$ cat src/rtl/muldiv_ctrl_pkg.sv
// Shared pipeline package: mult/div opcodes, FSM states and default latencies.
package muldiv_ctrl_pkg;

  localparam int unsigned XLEN         = 32;
  localparam int unsigned MUL_LAT_DEF  = 2;
  localparam int unsigned DIV_BITS_DEF = 32;

  typedef enum logic [1:0] {
    MD_MULT  = 2'd0,
    MD_MULTU = 2'd1,
    MD_DIV   = 2'd2,
    MD_DIVU  = 2'd3
  } muldiv_op_t;

  typedef enum logic [1:0] {
    ST_IDLE = 2'd0,
    ST_MUL  = 2'd1,
    ST_DIV  = 2'd2,
    ST_DONE = 2'd3
  } md_state_t;

  // Divide ops have the upper opcode bit set.
  function automatic logic op_is_div(input muldiv_op_t op);
    return op[1];
  endfunction

  // Signed ops have the lower opcode bit clear.
  function automatic logic op_is_signed(input muldiv_op_t op);
    return ~op[0];
  endfunction

endpackage

$ cat src/rtl/muldiv_ctrl_div_iter.sv
// Unsigned restoring divider, one quotient bit per clock.
module div_iter
  import muldiv_ctrl_pkg::*;
#(
  parameter int unsigned DIV_BITS = DIV_BITS_DEF
) (
  input  logic              clk,
  input  logic              reset,
  input  logic              i_start,
  input  logic [XLEN-1:0]   i_dividend,
  input  logic [XLEN-1:0]   i_divisor,
  output logic              o_done,
  output logic [XLEN-1:0]   o_quotient,
  output logic [XLEN-1:0]   o_remainder
);

  localparam int unsigned CNT_W = $clog2(DIV_BITS + 1);

  logic [CNT_W-1:0] r_cnt;
  logic [XLEN-1:0]  r_quo;
  logic [XLEN-1:0]  r_rem;
  logic [XLEN-1:0]  r_dvs;
  logic [XLEN:0]    w_shift;
  logic [XLEN:0]    w_diff;

  // Shift in the next dividend bit and trial-subtract the divisor.
  assign w_shift = {r_rem, r_quo[XLEN-1]};
  assign w_diff  = w_shift - {1'b0, r_dvs};

  // Load on start, then one restoring step per cycle until the count expires.
  always_ff @(posedge clk or posedge reset) begin
    if (reset) begin
      r_cnt <= '0;
      r_quo <= '0;
      r_rem <= '0;
      r_dvs <= '0;
    end else if (i_start) begin
      r_cnt <= CNT_W'(DIV_BITS);
      r_quo <= i_dividend;
      r_rem <= '0;
      r_dvs <= i_divisor;
    end else if (r_cnt != '0) begin
      if (!w_diff[XLEN]) begin
        r_rem <= w_diff[XLEN-1:0];
        r_quo <= {r_quo[XLEN-2:0], 1'b1};
      end else begin
        r_rem <= w_shift[XLEN-1:0];
        r_quo <= {r_quo[XLEN-2:0], 1'b0};
      end
      r_cnt <= r_cnt - CNT_W'(1);
    end
  end

  // High in the cycle whose closing edge performs the final iteration.
  assign o_done      = (r_cnt == CNT_W'(1));
  assign o_quotient  = r_quo;
  assign o_remainder = r_rem;

endmodule

$ cat src/rtl/muldiv_ctrl.sv
// Execute-stage multiply/divide sequencer with stall, flush and sign fix-up.
module muldiv_ctrl
  import muldiv_ctrl_pkg::*;
#(
  parameter int unsigned MUL_LAT  = MUL_LAT_DEF,
  parameter int unsigned DIV_BITS = DIV_BITS_DEF
) (
  input  logic            clk,
  input  logic            reset,
  input  logic            req_valid,
  input  muldiv_op_t      req_op,
  input  logic [XLEN-1:0] req_a,
  input  logic [XLEN-1:0] req_b,
  input  logic            flush,
  input  logic            advance,
  output logic            stall,
  output logic            res_valid,
  output logic [XLEN-1:0] res_hi,
  output logic [XLEN-1:0] res_lo
);

  localparam int unsigned MCNT_W = 3;

  md_state_t           r_state;
  md_state_t           w_next;
  logic                w_accept;
  logic                w_div_start;
  logic                w_req_div;
  logic                w_req_dz;
  logic                w_a_neg;
  logic                w_b_neg;
  logic                w_div_done;
  logic [XLEN-1:0]     w_quo;
  logic [XLEN-1:0]     w_rem;
  logic [2*XLEN-1:0]   w_prod_fix;

  logic                r_is_div;
  logic                r_dz;
  logic                r_sa;
  logic                r_sb;
  logic [XLEN-1:0]     r_a;
  logic [XLEN-1:0]     r_b;
  logic [MCNT_W-1:0]   r_mcnt;
  logic [2*XLEN-1:0]   r_prod;

  // Request decode: op class, divide-by-zero and operand signs.
  assign w_req_div = op_is_div(req_op);
  assign w_req_dz  = w_req_div && (req_b == '0);
  assign w_a_neg   = op_is_signed(req_op) && req_a[XLEN-1];
  assign w_b_neg   = op_is_signed(req_op) && req_b[XLEN-1];

  // State register.
  always_ff @(posedge clk or posedge reset) begin
    if (reset) r_state <= ST_IDLE;
    else       r_state <= w_next;
  end

  // Next-state logic; flush overrides everything, including a new request.
  always_comb begin
    w_next      = r_state;
    w_accept    = 1'b0;
    w_div_start = 1'b0;
    case (r_state)
      ST_IDLE: begin
        if (req_valid) begin
          w_accept = 1'b1;
          if (w_req_dz) begin
            w_next = ST_DONE;
          end else if (w_req_div) begin
            w_next      = ST_DIV;
            w_div_start = 1'b1;
          end else begin
            w_next = ST_MUL;
          end
        end
      end
      ST_MUL:  if (r_mcnt == '0) w_next = ST_DONE;
      ST_DIV:  if (w_div_done)   w_next = ST_DONE;
      ST_DONE: if (advance)      w_next = ST_IDLE;
      default: w_next = ST_IDLE;
    endcase
    if (flush) begin
      w_next      = ST_IDLE;
      w_accept    = 1'b0;
      w_div_start = 1'b0;
    end
  end

  // Operand capture at acceptance and the registered multiply during MUL.
  always_ff @(posedge clk or posedge reset) begin
    if (reset) begin
      r_is_div <= 1'b0;
      r_dz     <= 1'b0;
      r_sa     <= 1'b0;
      r_sb     <= 1'b0;
      r_a      <= '0;
      r_b      <= '0;
      r_mcnt   <= '0;
      r_prod   <= '0;
    end else if (w_accept) begin
      r_is_div <= w_req_div;
      r_dz     <= w_req_dz;
      r_sa     <= w_a_neg;
      r_sb     <= w_b_neg;
      r_a      <= (w_a_neg && !w_req_dz) ? (~req_a + XLEN'(1)) : req_a;
      r_b      <= w_b_neg ? (~req_b + XLEN'(1)) : req_b;
      r_mcnt   <= MCNT_W'(MUL_LAT - 1);
    end else if (r_state == ST_MUL) begin
      r_prod <= (2*XLEN)'(r_a) * (2*XLEN)'(r_b);
      if (r_mcnt != '0) r_mcnt <= r_mcnt - MCNT_W'(1);
    end
  end

  div_iter #(
    .DIV_BITS (DIV_BITS)
  ) u_div_iter (
    .clk         (clk),
    .reset       (reset),
    .i_start     (w_div_start),
    .i_dividend  (r_a_next_dividend()),
    .i_divisor   (r_b_next_divisor()),
    .o_done      (w_div_done),
    .o_quotient  (w_quo),
    .o_remainder (w_rem)
  );

  // Divider operands are the request magnitudes, loaded on the accepting edge.
  function automatic logic [XLEN-1:0] r_a_next_dividend();
    return w_a_neg ? (~req_a + XLEN'(1)) : req_a;
  endfunction

  function automatic logic [XLEN-1:0] r_b_next_divisor();
    return w_b_neg ? (~req_b + XLEN'(1)) : req_b;
  endfunction

  // Stall/result outputs with sign fix-up; all zero under reset or flush.
  always_comb begin
    stall      = 1'b0;
    res_valid  = 1'b0;
    res_hi     = '0;
    res_lo     = '0;
    w_prod_fix = (r_sa ^ r_sb) ? (~r_prod + (2*XLEN)'(1)) : r_prod;
    if (!reset && !flush) begin
      stall = (r_state == ST_MUL) || (r_state == ST_DIV) ||
              ((r_state == ST_IDLE) && req_valid);
      if (r_state == ST_DONE) begin
        res_valid = 1'b1;
        if (r_dz) begin
          res_hi = r_a;
          res_lo = '1;
        end else if (r_is_div) begin
          res_lo = (r_sa ^ r_sb) ? (~w_quo + XLEN'(1)) : w_quo;
          res_hi = r_sa ? (~w_rem + XLEN'(1)) : w_rem;
        end else begin
          res_hi = w_prod_fix[2*XLEN-1:XLEN];
          res_lo = w_prod_fix[XLEN-1:0];
        end
      end
    end
  end

endmodule

$ cat config.mk
export PLATFORM = sky130hd
export DESIGN_NAME = muldiv_ctrl
export DESIGN_NICKNAME = d
export VERILOG_FILES = /design/src/rtl/muldiv_ctrl_pkg.sv /design/src/rtl/muldiv_ctrl_div_iter.sv /design/src/rtl/muldiv_ctrl.sv
export SDC_FILE = /design/constraint.sdc
export NUM_CORES = 2
export LEC_CHECK = 0
export BUFFER_PORTS_ARGS = -buffer_cell sky130_fd_sc_hd__buf_2
export CORE_MARGIN = 10
export CORE_UTILIZATION = 35
export CTS_CLUSTER_DIAMETER = 40
export DETAILED_ROUTE_END_ITERATION = 12
export HOLD_SLACK_MARGIN = 0.1
export SYNTH_ARGS = -nofsm -noshare
export SYNTH_HDL_FRONTEND = slang
export SYNTH_SLANG_ARGS = --single-unit
$ cat constraint.sdc
create_clock -name clk -period 9.1 [get_ports clk]
set_clock_uncertainty 0.05 [all_clocks]
set_input_delay 1.365 -clock clk [delete_from_list [all_inputs] [get_ports clk]]
set_output_delay 1.365 -clock clk [all_outputs]
set_load 0.05 [all_outputs]
== Yosys cells after proc, flatten, opt, wreduce, memory -nomap -nowiden ==
Index checks and enable logic that the tools add are counted.

* Bits in registers: 239
* Input bits: 71
* Output and inout bits: 66
* Word-level logic and storage cells: 104

* $add $sub $neg: 8
* $mul: 1
* Eq/ne operators: 8
* Mux-type cells: 44
* Bitwise logic cells: 8
* Reduce and logical (&&, ||, !) cells: 22

{| class="wikitable"
|+ Operator list
! kind !! number
|-
| $mux W32 || 18
|-
| $add A32 B1 Y32 const B || 4
|-
| $not A32 Y32 || 4
|-
| $add A64 B1 Y64 const B || 1
|-
| $mul A32 B32 Y64 || 1
|-
| $mux W64 || 1
|-
| $not A64 Y64 || 1
|-
| $sub A33 B32 Y33 || 1
|-
| $logic_not A32 Y1 || 1
|-
| $mux W2 || 7
|-
| $mux W1 || 12
|-
| $mux W6 || 2
|-
| $mux W3 || 3
|-
| $ne A3 B3 Y1 const B || 3
|-
| $pmux W2 S4 || 1
|-
| $eq A6 B1 Y1 const B || 1
|-
| $logic_and A1 B1 Y1 || 6
|-
| $reduce_bool A2 Y1 || 3
|-
| $reduce_bool A6 Y1 || 1
|-
| $sub A6 B1 Y6 const B || 1
|-
| $eq A2 B2 Y1 const B || 2
|-
| $reduce_and A2 Y1 || 2
|-
| $reduce_and A4 Y1 || 1
|-
| $logic_not A1 Y1 || 3
|-
| other kinds (9) || 11
|}

== Longest topological paths before layout ==
* Depth in word-level cells: 7
* Gate-level depth with buffers: 29
* Mapped depth without buffers: 27

== Hierarchy ==
From an unflattened synthesis, not the netlist that was laid out.

* Cells, all modules: 5785
* Area total of the unflattened synthesis: 50257.0 um2

{| class="wikitable"
|+ Modules (own cells, without submodules)
! module !! instances !! cells an instance !! area an instance (um2) !! seq. area each (um2)
|-
| muldiv_ctrl || 1 || 5090 || 44026.0 || 3428.3
|-
| div_iter || 1 || 695 || 6231.0 || 2552.4
|}

== Worst setup path after synthesis ==
Ideal clock, no wire load.

* Kind: flip-flop to flip-flop
* From: register r_a[30]
* To: register r_prod[62]
* Library setup time: 120 ps
* Arrival time: 7728 ps
* Data required time: 8930 ps
* Path slack: 1202 ps
* Stages on the path, launching flop included: 28
* Buffers on the path: 2
* Period minus slack after synthesis: 7898 ps
* Cells stage by stage: dfrtp_1 -> clkbuf_1 -> nand2_1 -> fa_1 -> inv_1 -> fa_1 -> fa_1 -> inv_1 -> fa_1 -> inv_1 -> fa_1 -> fa_1 -> fa_1 -> inv_1 -> fa_1 -> inv_1 -> ha_1 -> clkbuf_1 -> nand4_1 -> or3_1 -> a2111oi_0 -> nor3_1 -> or4_1 -> a31oi_1 -> o211ai_1 -> a211o_1 -> a21o_1 -> a31o_2

* Word-level cells in the longest chain between the ends: 1

{| class="wikitable"
|+ RTL lines
! what !! RTL line !! text
|-
| start, declared || muldiv_ctrl.sv:41 || <nowiki>logic [XLEN-1:0] r_a;</nowiki>
|-
| start signal, assigned || muldiv_ctrl.sv:105 || <nowiki>r_a <= (w_a_neg && !w_req_dz) ? (~req_a + XLEN'(1)) : req_a;</nowiki>
|-
| $mul A32 B32 Y64 || muldiv_ctrl.sv:109 || <nowiki>r_prod <= (2*XLEN)'(r_a) * (2*XLEN)'(r_b);</nowiki>
|-
| end signal, assigned || muldiv_ctrl.sv:109 ||
|-
| end, declared || muldiv_ctrl.sv:44 || <nowiki>logic [2*XLEN-1:0] r_prod;</nowiki>
|}

Every way passes these cells.
A chain may end at the register's enable or synchronous reset.

== Worst setup path after layout ==
* From: register r_a[13]
* To: register r_prod[62]

Same word-level chain as after synthesis.

==> qor.json <==
{
  "status": {"value": "finished clean"},
  "route.detailed.vias_per_inst": {"value": 5.16},
  "worst-slew-pin-transition": {"value": 1200, "unit": "ps"},
  "worst_setup_path_end_kind": {"value": "flip-flop"},
  "register_bit_count_reported_by_yosys": {"value": 239},
  "start_util": {"value": 35.3, "unit": "%"},
  "timing_hold_violations_final": {"value": 0},
  "ctsLongestPathBuffers": {"value": 3},
  "antenna_violations_before_repair": {"value": 9},
  "hold_path.class": {"value": "reg -> reg"},
  "seq_area_frac_synth": {"value": 12.0, "unit": "%"},
  "max_cap_viols": {"value": 0},
  "core": {"value": 0.142, "unit": "sq mm"},
  "placedInstanceArea": {"value": 0.0530, "unit": "sq mm"},
  "period_share": {"value": 97.2, "unit": "%"},
  "timing.final.setup_violations": {"value": 0},
  "die_area": {"value": 0.158, "unit": "sq mm"},
  "cts_sinks": {"value": 239},
  "crit_fanout": {"value": 16},
  "final_layout_size_suffix_gt1_share": {"value": 8.26, "unit": "%"},
  "cts_max_level": {"value": 2},
  "initialDrtViolationCount": {"value": 3115},
  "yosys_warnings": {"value": 0},
  "postSynthNetCount": {"value": 7026},
  "post_cts_hold_buffer_count": {"value": 0},
  "number_of_global_route_vias_before_repair": {"value": 41300},
  "grt_max_degree": {"value": 112},
  "worst_setup_path_start_kind": {"value": "flip-flop"},
  "grt_setup_unrepaired": {"value": "no"},
  "synth-main-ff-cell": {"value": "dfrtp_1"},
  "worst_ep_arrival_time": {"value": 9240, "unit": "ps"},
  "clock_latency": {"value": 560, "unit": "ps"},
  "drcViolationCount": {"value": 0},
  "tritoncts": {"value": "done"},
  "gpl.final_weighted_congestion": {"value": 0.948},
  "finalSetupTns": {"value": 0, "unit": "ps"},
  "max-slew-margin-rel": {"value": 19.7, "unit": "%"},
  "cts_inserted_buffers": {"value": 41},
  "grt-ovfl-total": {"value": 0},
  "synthesis.instances": {"value": 5750},
  "groute.usage.overall": {"value": 19.3, "unit": "%"},
  "i_o_pins": {"value": 137},
  "synth.distinct_cells": {"value": 76},
  "drt_wl_total": {"value": 153000, "unit": "um"},
  "r2r.worst_path.cells": {"value": 25},
  "netlist_area": {"value": 0.0499, "unit": "sq mm"},
  "detail-route-antenna-nets": {"value": 0},
  "finish.net_count": {"value": 7033},
  "die_w": {"value": 398, "unit": "um"},
  "wirelength_met1": {"value": 68400, "unit": "um"},
  "asyncSetResetFlopFracSynth": {"value": 100, "unit": "%"},
  "timing.final.max_slew_violations": {"value": 0},
  "wire_per_inst": {"value": 19.9, "unit": "um"},
  "design_area": {"value": 0.0546, "unit": "sq mm"},
  "clk_pin_slew_worst_paths": {"value": 60, "unit": "ps"},
  "detailroute.via_count": {"value": 39600},
  "highest-signal-layer": {"value": "met5"},
  "met2WireLength": {"value": 69600, "unit": "um"},
  "io_buffer_count": {"value": 136},
  "detailed_place_hpwl": {"value": 125000, "unit": "um"},
  "holdPathStages": {"value": 2},
  "flow.area_growth_from_synthesis": {"value": 9.28, "unit": "%"},
  "wire_length_of_the_first_global_routing_pass": {"value": 243000, "unit": "um"},
  "critical_path_class": {"value": "reg -> reg"},
  "fp-row-count": {"value": 138},
  "met3_length": {"value": 9950, "unit": "um"},
  "final_period_minus_worst_setup_slack": {"value": 8840, "unit": "ps"},
  "max_clock_freq": {"value": 113, "unit": "MHz"},
  "firstDrtPassIters": {"value": 6},
  "number_of_flops_mapped_to_enable_cells_by_yosys": {"value": 0},
  "crit_required": {"value": 9500, "unit": "ps"},
  "chipHeight": {"value": 398, "unit": "um"},
  "avgSynthCellArea": {"value": 8.68, "unit": "sq um"},
  "cts_root_buffer": {"value": "clkbuf_16"}
}
cells in the final DEF (no fill, tap or decap), types with 16 or more instances in the layout:
master | synthesis | layout
a211oi_1 | 56 | 56
a21o_1 | 49 | 49
a21oi_1 | 227 | 227
a31oi_1 | 49 | 49
and2_1 | 605 | 604
buf_2 | 3 | 136
buf_4 | 1 | 153
clkbuf_16 | 0 | 43
dfrtp_1 | 239 | 219
dfrtp_2 | 0 | 18
fa_1 | 897 | 897
ha_1 | 308 | 307
inv_1 | 929 | 928
mux2_2 | 45 | 45
mux2i_1 | 28 | 28
nand2_1 | 745 | 743
nand3_1 | 28 | 27
nand4_1 | 17 | 17
nor2_1 | 322 | 322
nor2b_1 | 20 | 20
nor3_1 | 53 | 53
nor4_1 | 20 | 20
o21a_1 | 16 | 16
o21ai_0 | 217 | 217
o31ai_1 | 31 | 31
o41ai_1 | 20 | 20
or3_1 | 21 | 21
or4_1 | 23 | 23
xnor2_1 | 159 | 157
xor2_1 | 139 | 138
area by class of cell:
cell class / instances / area (sq um)
multi-input combinational: 4247 / 39200
clock buffer: 46 / 1110
timing repair buffer: 298 / 2010
inverter: 930 / 3500
antenna: 1 / 2.50
sequential: 239 / 6010
tap: 1890 / 2360
fill: 14500 / 87000
clock inverter: 30 / 397
repair_timing:
item,CTS,global route
gates resized for setup,0,18
hold endpoints to repair,0,0
buffers inserted,0,0
endpoints found under the setup margin,0,2
critical path, cell delays in order (launching register included):
cell and delay (ps):
dfrtp_1 790, buf_4 320, nand2_1 100, fa_1 560, inv_1 60, fa_1 480, fa_1 570, fa_1 470
fa_1 540, fa_1 440, fa_1 540, inv_1 80, fa_1 490, inv_1 40, ha_1 290, nand4_1 140
or3_1 410, a2111oi_0 570, buf_4 210, nor3_1 50, or4_1 470, a31oi_1 240, o211ai_1 160, a211o_1 300
a21o_1 180, a31o_2 220
final timing paths:
check / slack (ps) / end / startpoint
setup / recovery: 260 / r_prod[62]$_DFFE_PP0P_ / r_a[13]$_DFFE_PP0P_
hold reg to reg: 430 / u_div_iter.r_dvs[7]$_DFFE_PP0P_ / u_div_iter.r_dvs[7]$_DFFE_PP0P_
max in group asynchronous: 6470 / u_div_iter.r_dvs[31]$_DFFE_PP0P_ / reset
setup reg to reg: 260 / r_prod[62]$_DFFE_PP0P_ / r_a[13]$_DFFE_PP0P_
hold / removal: 430 / u_div_iter.r_dvs[7]$_DFFE_PP0P_ / u_div_iter.r_dvs[7]$_DFFE_PP0P_
min in group asynchronous: 980 / r_state[1]$_DFFE_PP0P_ / reset
stage by stage:
step	setup WS (ps)	std cells	utilization (%)	hold WS (ps)
6_report	258	7681	38.5	432
5_1_grt	3.59	7680	38.5	456
4_1_cts	305	7680	38.5	433
3_5_place_dp	350	7604	37.5	421
3_3_place_gp	294	7604	37.5	415
2_1_floorplan	1130	5750	-	400
sequential cells by signal, indices dropped and copies added, names as in the netlist:
signal,cells
u_div_iter.r_dvs,32
u_div_iter.r_cnt,6
u_div_iter.o_remainder,32
r_b,32
r_dz,1
r_prod,64
r_sa,1
u_div_iter.o_quotient,32
r_mcnt,3
r_is_div,1
r_sb,1
r_a,32
r_state,2
cell families (layout without fill, tap and decap cells):
kind of cell               Yosys count  after routing  share of synthesized area, %
and+or+nand+nor                   1921           1921                          18.7
adders and majority gates         1205           1205                          43.7
muxes                               74             74                          1.62
buffers and inverters             1264           1304                          9.70
DFF                                239            239                          12.0
xor gates and xnor gates           298            298                          5.23
other                                0              1                             0
AOI/OAI and AO/OA                  749            749                          9.08
layer usage:
layer / up-vias / GRT usage (%)
li1: 17800 / -
met1: 20200 / 27.2
met2: 1372 / 31.1
met3: 222 / 2.49
met4: 6 / 5.38
met5: - / 0
synth_stat cells (53+ instances only):
master    instances  share of area (%)
nor2_1          322                2.4
o21ai_0         217                2.2
xor2_1          139                2.4
nor3_1           53               0.53
fa_1            897                 36
ha_1            308                7.7
and2_1          605                7.6
a21oi_1         227                2.3
inv_1           929                7.0
clkbuf_1        313                2.4
nand2_1         745                5.6
xnor2_1         159                2.8
dfrtp_1         239                 12
a211oi_1         56               0.84
Power is not shown: default switching activity piles up to over one toggle a cycle in this logic, so the estimate is an artifact.
